===== config.mk =====
export PLATFORM = sky130hd
export DESIGN_NAME = memory_arbiter
export DESIGN_NICKNAME = d
export VERILOG_FILES = /design/src/rtl/memory_arbiter.sv
export SDC_FILE = /design/constraint.sdc
export NUM_CORES = 1
export LEC_CHECK = 0
export ABC_AREA = 1
export BUFFER_PORTS_ARGS = -buffer_cell sky130_fd_sc_hd__buf_2
export CORE_UTILIZATION = 40
export CTS_CLUSTER_SIZE = 14
export DETAILED_ROUTE_END_ITERATION = 6
export PLACE_DENSITY = 0.73
export SETUP_SLACK_MARGIN = 0.3
export SKIP_CTS_REPAIR_TIMING = 1
export SYNTH_ARGS = -nofsm -noshare
export SYNTH_HDL_FRONTEND = slang
export SYNTH_SLANG_ARGS = --single-unit

===== constraint.sdc =====
create_clock -name clk -period 2.1 [get_ports clk]
set_clock_uncertainty 0.05 [all_clocks]
set_input_delay 0.315 -clock clk [delete_from_list [all_inputs] [get_ports clk]]
set_output_delay 0.315 -clock clk [all_outputs]
set_load 0.01 [all_outputs]

===== src/rtl/memory_arbiter.sv =====
// Two-port (instruction read / data read-write) round-robin arbiter onto a single memory port.
// Define MEMORY_ARBITER_TIMEOUT_EN to abort WAIT after TIMEOUT_CYCLES cycles with err set.
module memory_arbiter #(
  parameter int unsigned TIMEOUT_CYCLES = 16
) (
  input  logic        clk,
  input  logic        reset,
  input  logic        i_req,
  input  logic [31:0] i_addr,
  output logic [31:0] i_rdata,
  output logic        i_ack,
  input  logic        d_req,
  input  logic        d_we,
  input  logic [31:0] d_addr,
  input  logic [31:0] d_wdata,
  output logic [31:0] d_rdata,
  output logic        d_ack,
  output logic        err,
  output logic [31:0] mem_addr,
  output logic        mem_read_en,
  output logic        mem_write_en,
  output logic [31:0] mem_write_val,
  input  logic [31:0] mem_read_val,
  input  logic        mem_response
);

  localparam int unsigned DW = 32;
  localparam int unsigned DRAIN_W = 2;

  typedef enum logic [1:0] {DRAIN, IDLE, ISSUE, WAIT} state_t;

  state_t             r_state, w_state_nxt;
  logic [DRAIN_W-1:0] r_drain_cnt, w_drain_cnt_nxt;
  logic               r_owner_d, w_owner_d_nxt;
  logic               r_we, w_we_nxt;
  logic [DW-1:0]      r_mem_addr, w_mem_addr_nxt;
  logic [DW-1:0]      r_mem_wval, w_mem_wval_nxt;
  logic               r_read_en, w_read_en_nxt;
  logic               r_write_en, w_write_en_nxt;
  logic               r_i_ack, w_i_ack_nxt;
  logic               r_d_ack, w_d_ack_nxt;
  logic               r_err, w_err_nxt;
  logic [DW-1:0]      r_i_rdata, w_i_rdata_nxt;
  logic [DW-1:0]      r_d_rdata, w_d_rdata_nxt;
  logic               w_i_elig, w_d_elig, w_grant, w_grant_d, w_timeout;

  // A port being acked this cycle is still holding its request; keep it out of the race.
  assign w_i_elig  = i_req & ~r_i_ack;
  assign w_d_elig  = d_req & ~r_d_ack;
  assign w_grant   = w_i_elig | w_d_elig;
  assign w_grant_d = w_d_elig & (~w_i_elig | ~r_owner_d);

`ifdef MEMORY_ARBITER_TIMEOUT_EN
  localparam logic [7:0] TIMEOUT_LAST = 8'(TIMEOUT_CYCLES - 1);
  logic [7:0] r_wait_cnt;

  // Counts WAIT cycles; cleared whenever the FSM is outside WAIT.
  always_ff @(posedge clk) begin
    if (reset || r_state != WAIT) r_wait_cnt <= 8'd0;
    else                          r_wait_cnt <= r_wait_cnt + 8'd1;
  end

  assign w_timeout = (r_state == WAIT) & ~mem_response & (r_wait_cnt == TIMEOUT_LAST);
`else
  logic w_unused_timeout;
  assign w_unused_timeout = ^TIMEOUT_CYCLES;
  assign w_timeout        = 1'b0;
`endif

  always_ff @(posedge clk) begin
    if (reset) begin
      r_state     <= DRAIN;
      r_drain_cnt <= '0;
      r_owner_d   <= 1'b1;
      r_we        <= 1'b0;
      r_mem_addr  <= '0;
      r_mem_wval  <= '0;
      r_read_en   <= 1'b0;
      r_write_en  <= 1'b0;
      r_i_ack     <= 1'b0;
      r_d_ack     <= 1'b0;
      r_err       <= 1'b0;
      r_i_rdata   <= '0;
      r_d_rdata   <= '0;
    end else begin
      r_state     <= w_state_nxt;
      r_drain_cnt <= w_drain_cnt_nxt;
      r_owner_d   <= w_owner_d_nxt;
      r_we        <= w_we_nxt;
      r_mem_addr  <= w_mem_addr_nxt;
      r_mem_wval  <= w_mem_wval_nxt;
      r_read_en   <= w_read_en_nxt;
      r_write_en  <= w_write_en_nxt;
      r_i_ack     <= w_i_ack_nxt;
      r_d_ack     <= w_d_ack_nxt;
      r_err       <= w_err_nxt;
      r_i_rdata   <= w_i_rdata_nxt;
      r_d_rdata   <= w_d_rdata_nxt;
    end
  end

  always_comb begin
    w_state_nxt = r_state;
    case (r_state)
      DRAIN:   if (r_drain_cnt == 2'd2) w_state_nxt = IDLE;
      IDLE:    if (w_grant) w_state_nxt = ISSUE;
      ISSUE:   w_state_nxt = WAIT;
      WAIT: begin
        if (mem_response)   w_state_nxt = IDLE;
        else if (w_timeout) w_state_nxt = DRAIN;
      end
      default: w_state_nxt = DRAIN;
    endcase
  end

  // Next values of every registered output and datapath register.
  always_comb begin
    w_drain_cnt_nxt = '0;
    w_owner_d_nxt   = r_owner_d;
    w_we_nxt        = r_we;
    w_mem_addr_nxt  = r_mem_addr;
    w_mem_wval_nxt  = r_mem_wval;
    w_read_en_nxt   = 1'b0;
    w_write_en_nxt  = 1'b0;
    w_i_ack_nxt     = 1'b0;
    w_d_ack_nxt     = 1'b0;
    w_err_nxt       = 1'b0;
    w_i_rdata_nxt   = r_i_rdata;
    w_d_rdata_nxt   = r_d_rdata;
    case (r_state)
      DRAIN: w_drain_cnt_nxt = r_drain_cnt + 2'd1;
      IDLE: begin
        if (w_grant) begin
          w_owner_d_nxt  = w_grant_d;
          w_we_nxt       = w_grant_d & d_we;
          w_mem_addr_nxt = w_grant_d ? d_addr : i_addr;
          if (w_grant_d && d_we) w_mem_wval_nxt = d_wdata;
          w_read_en_nxt  = ~(w_grant_d & d_we);
          w_write_en_nxt = w_grant_d & d_we;
        end
      end
      WAIT: begin
        if (mem_response) begin
          if (r_owner_d) begin
            w_d_ack_nxt = 1'b1;
            if (!r_we) w_d_rdata_nxt = mem_read_val;
          end else begin
            w_i_ack_nxt   = 1'b1;
            w_i_rdata_nxt = mem_read_val;
          end
        end else if (w_timeout) begin
          w_err_nxt = 1'b1;
          if (r_owner_d) begin
            w_d_ack_nxt   = 1'b1;
            w_d_rdata_nxt = '0;
          end else begin
            w_i_ack_nxt   = 1'b1;
            w_i_rdata_nxt = '0;
          end
        end
      end
      default: ;
    endcase
  end

  assign i_rdata       = r_i_rdata;
  assign i_ack         = r_i_ack;
  assign d_rdata       = r_d_rdata;
  assign d_ack         = r_d_ack;
  assign err           = r_err;
  assign mem_addr      = r_mem_addr;
  assign mem_read_en   = r_read_en;
  assign mem_write_en  = r_write_en;
  assign mem_write_val = r_mem_wval;

endmodule

==> impl_metrics.tcl, run 1 <==
set metrics [dict create \
    grt_use_met3 0.0702 \
    final.fill_count 1410 \
    antenna_found_initial 0 \
    cts_root_buf "clkbuf_16" \
    crit_path_frequent_cell "nor2_1" \
    end_kind "flip-flop" \
    maxSlewViolCount 0 \
    diodes 0 \
    wire_per_inst_microns 11.9 \
    gp_routability_congestion 0.799 \
    min_period_ns 1.68 \
    drtIter0Drc 266 \
    crit_fanout 24 \
    design.die.area_sq_um 15100 \
    ys_seq_area_frac 0.473 \
    yosys_warnings 0 \
    ys_types 24 \
    grt_pass1_wl_microns 24300 \
    ir_worst_vdd_mv 0.467 \
    netlist_top_cells_area "dfxtp_1 (47%), nor2_1 (19%), nand2_1 (11%)" \
    fp.dieW_microns 123 \
    globalRouteOverflowTotal 0 \
    synth_edf_count 0 \
    worstPathCellList "ha_1, nand2_1, nor2_2, inv_1, buf_4, nor2_1, nor2_1" \
    synth_fp_nets 1021 \
    post-route-util 0.563 \
    slowest_delay_ns 0.40 \
    placement.io_buffers 265 \
    met2_usage 0.333 \
    synth_top_area_cell "dfxtp_1" \
    outcome "finished clean" \
    r2r_slack_ns 0.42 \
    area_growth_syn_to_layout_pct 35.4 \
    wirelength_microns 15700 \
    slew-limit-headroom 0.633 \
    hp-class "in -> reg" \
    cpMaxStageDelayCell "dfxtp_1" \
    worst_pin_slew_ns 0.550 \
    holdPathEnd "mem_write_val[7]" \
    tns_ns 0 \
    cp_top_family "simple AND/OR/NAND/NOR gates" \
    nets 1267 \
    drive_gt1_frac 0.277 \
    holdPathStages 3 \
    synthTopCellsByCount "nor2_1 (293), nand2_1 (170), dfxtp_1 (138)" \
    drt_pass1_iterations 4 \
    syn_area_sq_um 5840 \
    clk_pin_slew_ns 0.05 \
    hold_start "d_wdata[7]" \
    rr_worst_depth 7 \
    power_density_nw_per_um2 1050 \
    ys_ff_latch 138 \
    rows 43 \
    cp_num_buf_inv 2 \
    synthArstFlopShare 0 \
    grt_setup_unrepaired "true" \
    dp_hpwl_microns 10800 \
    htreeDepth 4 \
    reg2reg_to "i_rdata[26]" \
    cts_tree "yes" \
    cp.required_ns 2.36 \
    leakage_nw 4.57 \
    netlist_instances 882 \
    finalHoldViolCount 0 \
    finalCritPeriodShare 0.801 \
    r2r_start "r_state[0]" \
    syn_area_per_cell_sq_um 6.62 \
    grt_use_met1 0.250 \
    grt_usage 0.208 \
    routed_via_density 4.44 \
    vias 5870 \
    drc 0 \
    synth_top_flop_cell "dfxtp_1" \
    clock_latency_ns 0.41 \
    place_area_sq_um 7260 \
    top_usage_layer "met2" \
    cp.arrival_ns 1.94 \
    multiInputGateArea_sq_um 2410 \
    die_h_microns 123 \
    criticalPathCategory "reg -> reg" \
    ant_nets 0 \
    grt_pass1_vias 5220 \
    setup_violations 0 \
    cts_made_buffers 17 \
    ios 267 \
    drv_cap 0 \
    grt_max_degree 77 \
    core_area_sq_um 14000 \
    clock-sinks 138 \
    start_kind "flip-flop" \
    p_total_mw 8.34 \
    synthMostInstantiatedCell "nor2_1" \
    synth.top_cell.area_share 0.473 \
    cts.path.max_buffers 2 \
    regArea_sq_um 2760 \
    initial_utilization 0.416 \
    final_area_sq_um 7910 \
    fmax_mhz 595 \
]
-- layout make-up --
cell class,instances,share of cell area
repair buffers,276,0.183
clock inverters,7,0.0171
flip-flops and latches,138,0.349
multi-input cells,583,0.304
well taps,180,0.0285
clock buffers,25,0.0639
inverters,112,0.0535
-- report_power, final --
group	total (mW)	internal [mW]	switching (mW)	leakage [nW]
Sequential	3.14	2.97	0.173	1.12
Combinational	1.96	0.749	1.22	3.13
Clock	3.23	2.14	1.09	0.317
Total	8.34	5.86	2.48	4.57
-- worst register-to-register path, stage by stage (launching register included) --
cell and delay, ns:
dfxtp_1 0.40, ha_1 0.19, nand2_1 0.12, nor2_2 0.28, inv_1 0.10, buf_4 0.23, nor2_1 0.15, nor2_1 0.06
-- routing by layer --
metal / share of wire / wire, microns
met1: 0.44 / 6970
met2: 0.45 / 7080
met3: 0.084 / 1330
met4: 0.024 / 377
met5: 0 / 0
-- cell usage in the layout (no fill, tap or decap), drive strengths merged --
| master | instances |
|---|---|
| ha | 5 |
| o21ai | 65 |
| nor3 | 5 |
| nand4 | 1 |
| clkinv | 5 |
| clkbuf | 25 |
| inv | 110 |
| and3 | 1 |
| buf | 276 |
| nand2 | 171 |
| o211ai | 1 |
| nor2 | 294 |
| dfxtp | 138 |
| conb | 1 |
| a21oi | 3 |
| nand3b | 1 |
| nand3 | 35 |
| bufinv | 4 |
-- worst max-delay path by stage --
| stage | from | cells past startpoint | slack [ns] | to |
|---|---|---|---|---|
| 5_1_grt | r_state[0] | 7 | 0.30 | i_rdata[26] |
| 6_report | r_state[0] | 7 | 0.42 | i_rdata[26] |
| 3_3_place_gp | d_req | 8 | 0.44 | mem_addr[4] |
| 2_1_floorplan | r_state[0] | 7 | 0.65 | i_rdata[10] |
| 3_5_place_dp | d_req | 8 | 0.41 | mem_addr[4] |
| 4_1_cts | r_state[0] | 6 | 0.42 | i_rdata[20] |
-- stage by stage --
step | worst slack [ns] | cells | hold slack, ns
finish | 0.419 | 1321 | 0.0702
global route | 0.297 | 1321 | 0.0672
CTS | 0.415 | 1321 | 0.0509
detailed placement | 0.407 | 1289 | 0.372
global placement | 0.437 | 1289 | 0.362
floorplan | 0.647 | 882 | 0.334
-- state kept, by name, summed over array words and instances, names as in the netlist --
register / cells
mem_write_en: 1
i_rdata: 32
r_we: 1
r_owner_d: 1
d_ack: 1
r_state: 2
d_rdata: 32
mem_addr: 32
r_drain_cnt: 2
mem_write_val: 32
mem_read_en: 1
i_ack: 1
-- kinds of logic (layout without fill, tap and decap cells) --
kind of cell / Yosys count / after routing / share of synthesized area
other: 1 / 1 / 0.000642
DFF: 138 / 138 / 0.473
adders and majority gates: 5 / 5 / 0.0107
and+or+nand+nor: 508 / 508 / 0.341
AOI/OAI and AO/OA: 69 / 69 / 0.0595
buffers and inverters: 161 / 420 / 0.115
Note: power is estimated with default switching activity, not from simulation.
==> run 2, diff against run 1 <==
Settings changed: ABC_AREA 1 to 0, PLACE_DENSITY 0.73 to 0.75.
Clock period 2.1 ns to 1.6 ns, I/O delays scaled along.
==> impl_metrics.tcl, run 2 <==
set metrics [dict create \
    maxSlewViolCount 0 \
    final_area_sq_um 8200 \
    dp_cells 1056 \
    hp-class "in -> reg" \
    drc 0 \
    grt_max_degree 116 \
    synthArstFlopShare 0 \
    final_cell_mix "buf_2 (264), nand2_1 (212), dfxtp_1 (135)" \
    p_switching_mw 3.16 \
    combPwrFrac 0.267 \
    cp.required_ns 1.83 \
    synth_top_area_cell "dfxtp_1" \
    syn_area_per_cell_sq_um 8.02 \
    netlist_top_cells_area "dfxtp_1 (53%), nand2_1 (16%), a21oi_1 (14%)" \
    drt_pass1_iterations 5 \
    syn_area_sq_um 5210 \
    wire_per_inst_microns 15.3 \
    synth.top_cell.area_share 0.530 \
    worst_pin_slew_ns 0.527 \
    cp.arrival_ns 1.81 \
    place_area_sq_um 6930 \
    grt_usage 0.219 \
    synth_top_flop_cell "dfxtp_1" \
    criticalPathCategory "reg -> reg" \
    pwr-share-clk 0.368 \
    routed_via_density 4.86 \
    leakage_nw 3.67 \
    grt_pass1_wl_microns 22800 \
    netlist_instances 650 \
    core_area_sq_um 12700 \
    globalRouteOverflowTotal 0 \
    power_density_nw_per_um2 1330 \
    die_h_microns 116 \
    nets 1067 \
    synthMostInstantiatedCell "nand2_1" \
    ios 267 \
    fmax_mhz 635 \
    synth_fp_nets 789 \
    p_seq_frac 0.365 \
    finalHoldViolCount 0 \
    tns_ns 0 \
    end_kind "flip-flop" \
    final_common_cell "buf_2" \
    dp_hpwl_microns 9760 \
    ant_nets 0 \
    ys_ff_latch 138 \
    cts_root_buf "clkbuf_16" \
    cts_made_buffers 17 \
    p_int_mw 7.74 \
    clock-sinks 138 \
    ys_types 32 \
    drtIter0Drc 368 \
    p_sw_frac 0.290 \
    slew-limit-headroom 0.648 \
    fp.dieW_microns 116 \
    initial_utilization 0.411 \
    clk_pin_slew_ns 0.06 \
    synth_edf_count 0 \
    setup_violations 0 \
    cts.path.max_buffers 2 \
    wirelength_microns 17000 \
    outcome "finished clean" \
    drive_gt1_frac 0.456 \
    synthTopCellsByCount "nand2_1 (229), a21oi_1 (148), dfxtp_1 (138)" \
    gp_routability_congestion 0.797 \
    antenna_found_initial 0 \
    clock_latency_ns 0.42 \
    cts_tree "yes" \
    ir_worst_vdd_mv 1.02 \
    area_growth_syn_to_layout_pct 57.2 \
    yosys_warnings 0 \
    vias 5408 \
    grt_pass1_vias 4652 \
    final_cells 1113 \
    rows 41 \
    design.die.area_sq_um 13500 \
    drv_cap 0 \
    htreeDepth 4 \
    placement.io_buffers 265 \
    diodes 0 \
    finalCritPeriodShare 0.984 \
    grt_setup_unrepaired "true" \
    min_period_ns 1.58 \
    start_kind "flip-flop" \
    ys_seq_area_frac 0.530 \
    crit_fanout 16 \
]
==> run 2: path summary, 6_finish.rpt <==
kind	startpoint	endpoint	slack [ns]	depth (start not counted)
worst min register to register	r_drain_cnt[0]	r_drain_cnt[0]	0.37	1
worst max register to register	r_state[1]	mem_write_val[26]	0.02	7
worst min-delay path	i_addr[0]	mem_addr[0]	0.01	3
worst max-delay path	r_state[1]	mem_write_val[26]	0.02	7
==> run 2: cells by family after synthesis <==
group / Yosys count / synth area share
other: 1 / 0.000719
DFF: 138 / 0.530
muxes: 1 / 0.00192
and+or+nand+nor: 265 / 0.203
adders and majority gates: 5 / 0.0120
AOI/OAI and AO/OA: 185 / 0.199
buffers and inverters: 55 / 0.0542
==> run 2: power by group through the flow <==
stage                     clock (mW)  combinational, mW  sequential [mW]
after global routing            4.24               3.13             4.02
final                           4.02               2.91             3.98
after floorplan                    0               1.26             4.18
after global placement             0               2.13             4.02
after detailed placement           0               2.15             4.03
after CTS                       4.06               2.17             3.96
==> run 2: cell type report <==
cell class              instances  area (sq um)
clock inverters                11           143
multi-input cells             458          2530
flip-flops and latches        138          2770
repair buffers                309          2060
inverters                       4          20.0
well taps                     172           215
fillers                      1038          4480
clock buffers                  21           460
==> run 2: critical path, cell delays in order (launching register included) <==
cell and delay (ns):
dfxtp_2 0.34, inv_4 0.08, ha_4 0.17, nand2_4 0.06, or3_4 0.40, clkbuf_16 0.19, nand2_1 0.08, a21oi_1 0.06
==> run 2: layer usage <==
| layer | track usage | vias up | wire length, microns |
|---|---|---|---|
| li1 | - | 2687 | - |
| met1 | 0.260 | 2482 | 7120 |
| met2 | 0.368 | 204 | 8320 |
| met3 | 0.0742 | 35 | 1140 |
| met4 | 0.0821 | 0 | 413 |
| met5 | 0 | - | 0 |
==> run 2: per-stage QoR <==
step / setup WS (ns) / power [mW] / hold slack [ns] / util
2_1_floorplan: 0.117 / 5.44 / 0.326 / -
3_3_place_gp: 0.0865 / 6.16 / 0.352 / 0.547
3_5_place_dp: 0.0440 / 6.18 / 0.352 / 0.547
4_1_cts: 0.0194 / 10.2 / 0.00115 / 0.595
5_1_grt: -0.0285 / 11.4 / 0.00409 / 0.647
6_report: 0.0250 / 10.9 / 0.0114 / 0.647
==> run 3, diff against run 2 <==
Settings changed: PLACE_DENSITY 0.75 to 0.72.
==> impl_metrics.tcl, run 3 (synthesis gave the netlist of run 2 again) <==
set metrics [dict create \
    drtIter0Drc 302 \
    tns_ns 0 \
    criticalPathCategory "reg -> reg" \
    cts_tree "yes" \
    final_common_cell "buf_2" \
    maxSlewViolCount 0 \
    crit_fanout 16 \
    power_density_nw_per_um2 1340 \
    die_h_microns 116 \
    initial_utilization 0.411 \
    outcome "finished clean" \
    nets 1070 \
    drv_cap 0 \
    grt_pass1_vias 4584 \
    post-route-util 0.662 \
    cp.arrival_ns 1.80 \
    drt_pass1_iterations 4 \
    clock_latency_ns 0.41 \
    start_kind "flip-flop" \
    slowest_delay_ns 0.41 \
    ios 267 \
    grt_pass1_wl_microns 22100 \
    drive_gt1_frac 0.474 \
    antenna_found_initial 1 \
    design.die.area_sq_um 13500 \
    fp.dieW_microns 116 \
    dp_cells 1052 \
    vias 5513 \
    htreeDepth 4 \
    grt_setup_unrepaired "true" \
    final_cells 1117 \
    area_growth_syn_to_layout_pct 60.9 \
    final_area_sq_um 8390 \
    cts.path.max_buffers 2 \
    hp-class "in -> reg" \
    wire_per_inst_microns 15.5 \
    rows 41 \
    end_kind "flip-flop" \
    gp_routability_congestion 0.784 \
    cts_root_buf "clkbuf_16" \
    ant_nets 0 \
    min_period_ns 1.56 \
    place_ws_ns 0.0635 \
    cp_top_family "simple AND/OR/NAND/NOR gates" \
    setup_violations 0 \
    worstPathCellList "inv_4, ha_4, nand2_4, or3_4, clkbuf_16, nand2_1, a21oi_1" \
    cpMaxStageDelayCell "or3_4" \
    clock-sinks 138 \
    routed_via_density 4.94 \
    globalRouteOverflowTotal 0 \
    cts_made_buffers 17 \
    p_total_mw 11.3 \
    finalHoldViolCount 0 \
    finalCritPeriodShare 0.972 \
    leakage_nw 3.72 \
    final_cell_mix "buf_2 (264), nand2_1 (213), dfxtp_1 (135)" \
    hold_ws_ns 0.0185 \
    clk_pin_slew_ns 0.06 \
    drc 0 \
    fmax_mhz 643 \
    cp_num_buf_inv 2 \
    cp.required_ns 1.84 \
    place_area_sq_um 6900 \
    dp_hpwl_microns 9770 \
    core_area_sq_um 12700 \
    wirelength_microns 17300 \
    grt_max_degree 54 \
    ir_worst_vdd_mv 0.695 \
    placement.io_buffers 265 \
    fin_ws_ns 0.0442 \
    grt_usage 0.210 \
]
[run 3: area by class of cell]
cell class / count / area [sq um]
Antenna cell: 1 / 2.50
Timing Repair Buffer: 311 / 2100
Inverter: 4 / 17.5
Tap cell: 172 / 215
Multi-Input combinational cell: 459 / 2670
Sequential cell: 138 / 2770
Clock inverter: 13 / 176
Clock buffer: 19 / 433
Fill cell: 1048 / 4290
[run 3: final timing paths]
path,start,cells past startpoint,endpoint,slack [ns]
max,r_state[1],7,mem_write_val[24],0.04
min,i_addr[24],3,mem_addr[24],0.02
max reg2reg,r_state[1],7,mem_write_val[24],0.04
min reg2reg,r_drain_cnt[0],1,r_drain_cnt[0],0.37
[run 3: metal layers]
metal  wire [microns]  track usage  vias to the layer above
met1             7220        0.245                     2547
met5                0            0                        -
li1                 -            -                     2705
met3             1080       0.0618                       36
met2             8590        0.358                      225
met4              407       0.0957                        0
[run 3: tightest hold or removal path: stages]
cell     delay, ns
buf_2         0.09
nand2_1       0.04
a21oi_1       0.05
[run 3: where the power goes]
group | switching (mW) | internal [mW]
registers | 0.197 | 3.80
clock network | 1.47 | 2.59
logic | 1.66 | 1.56
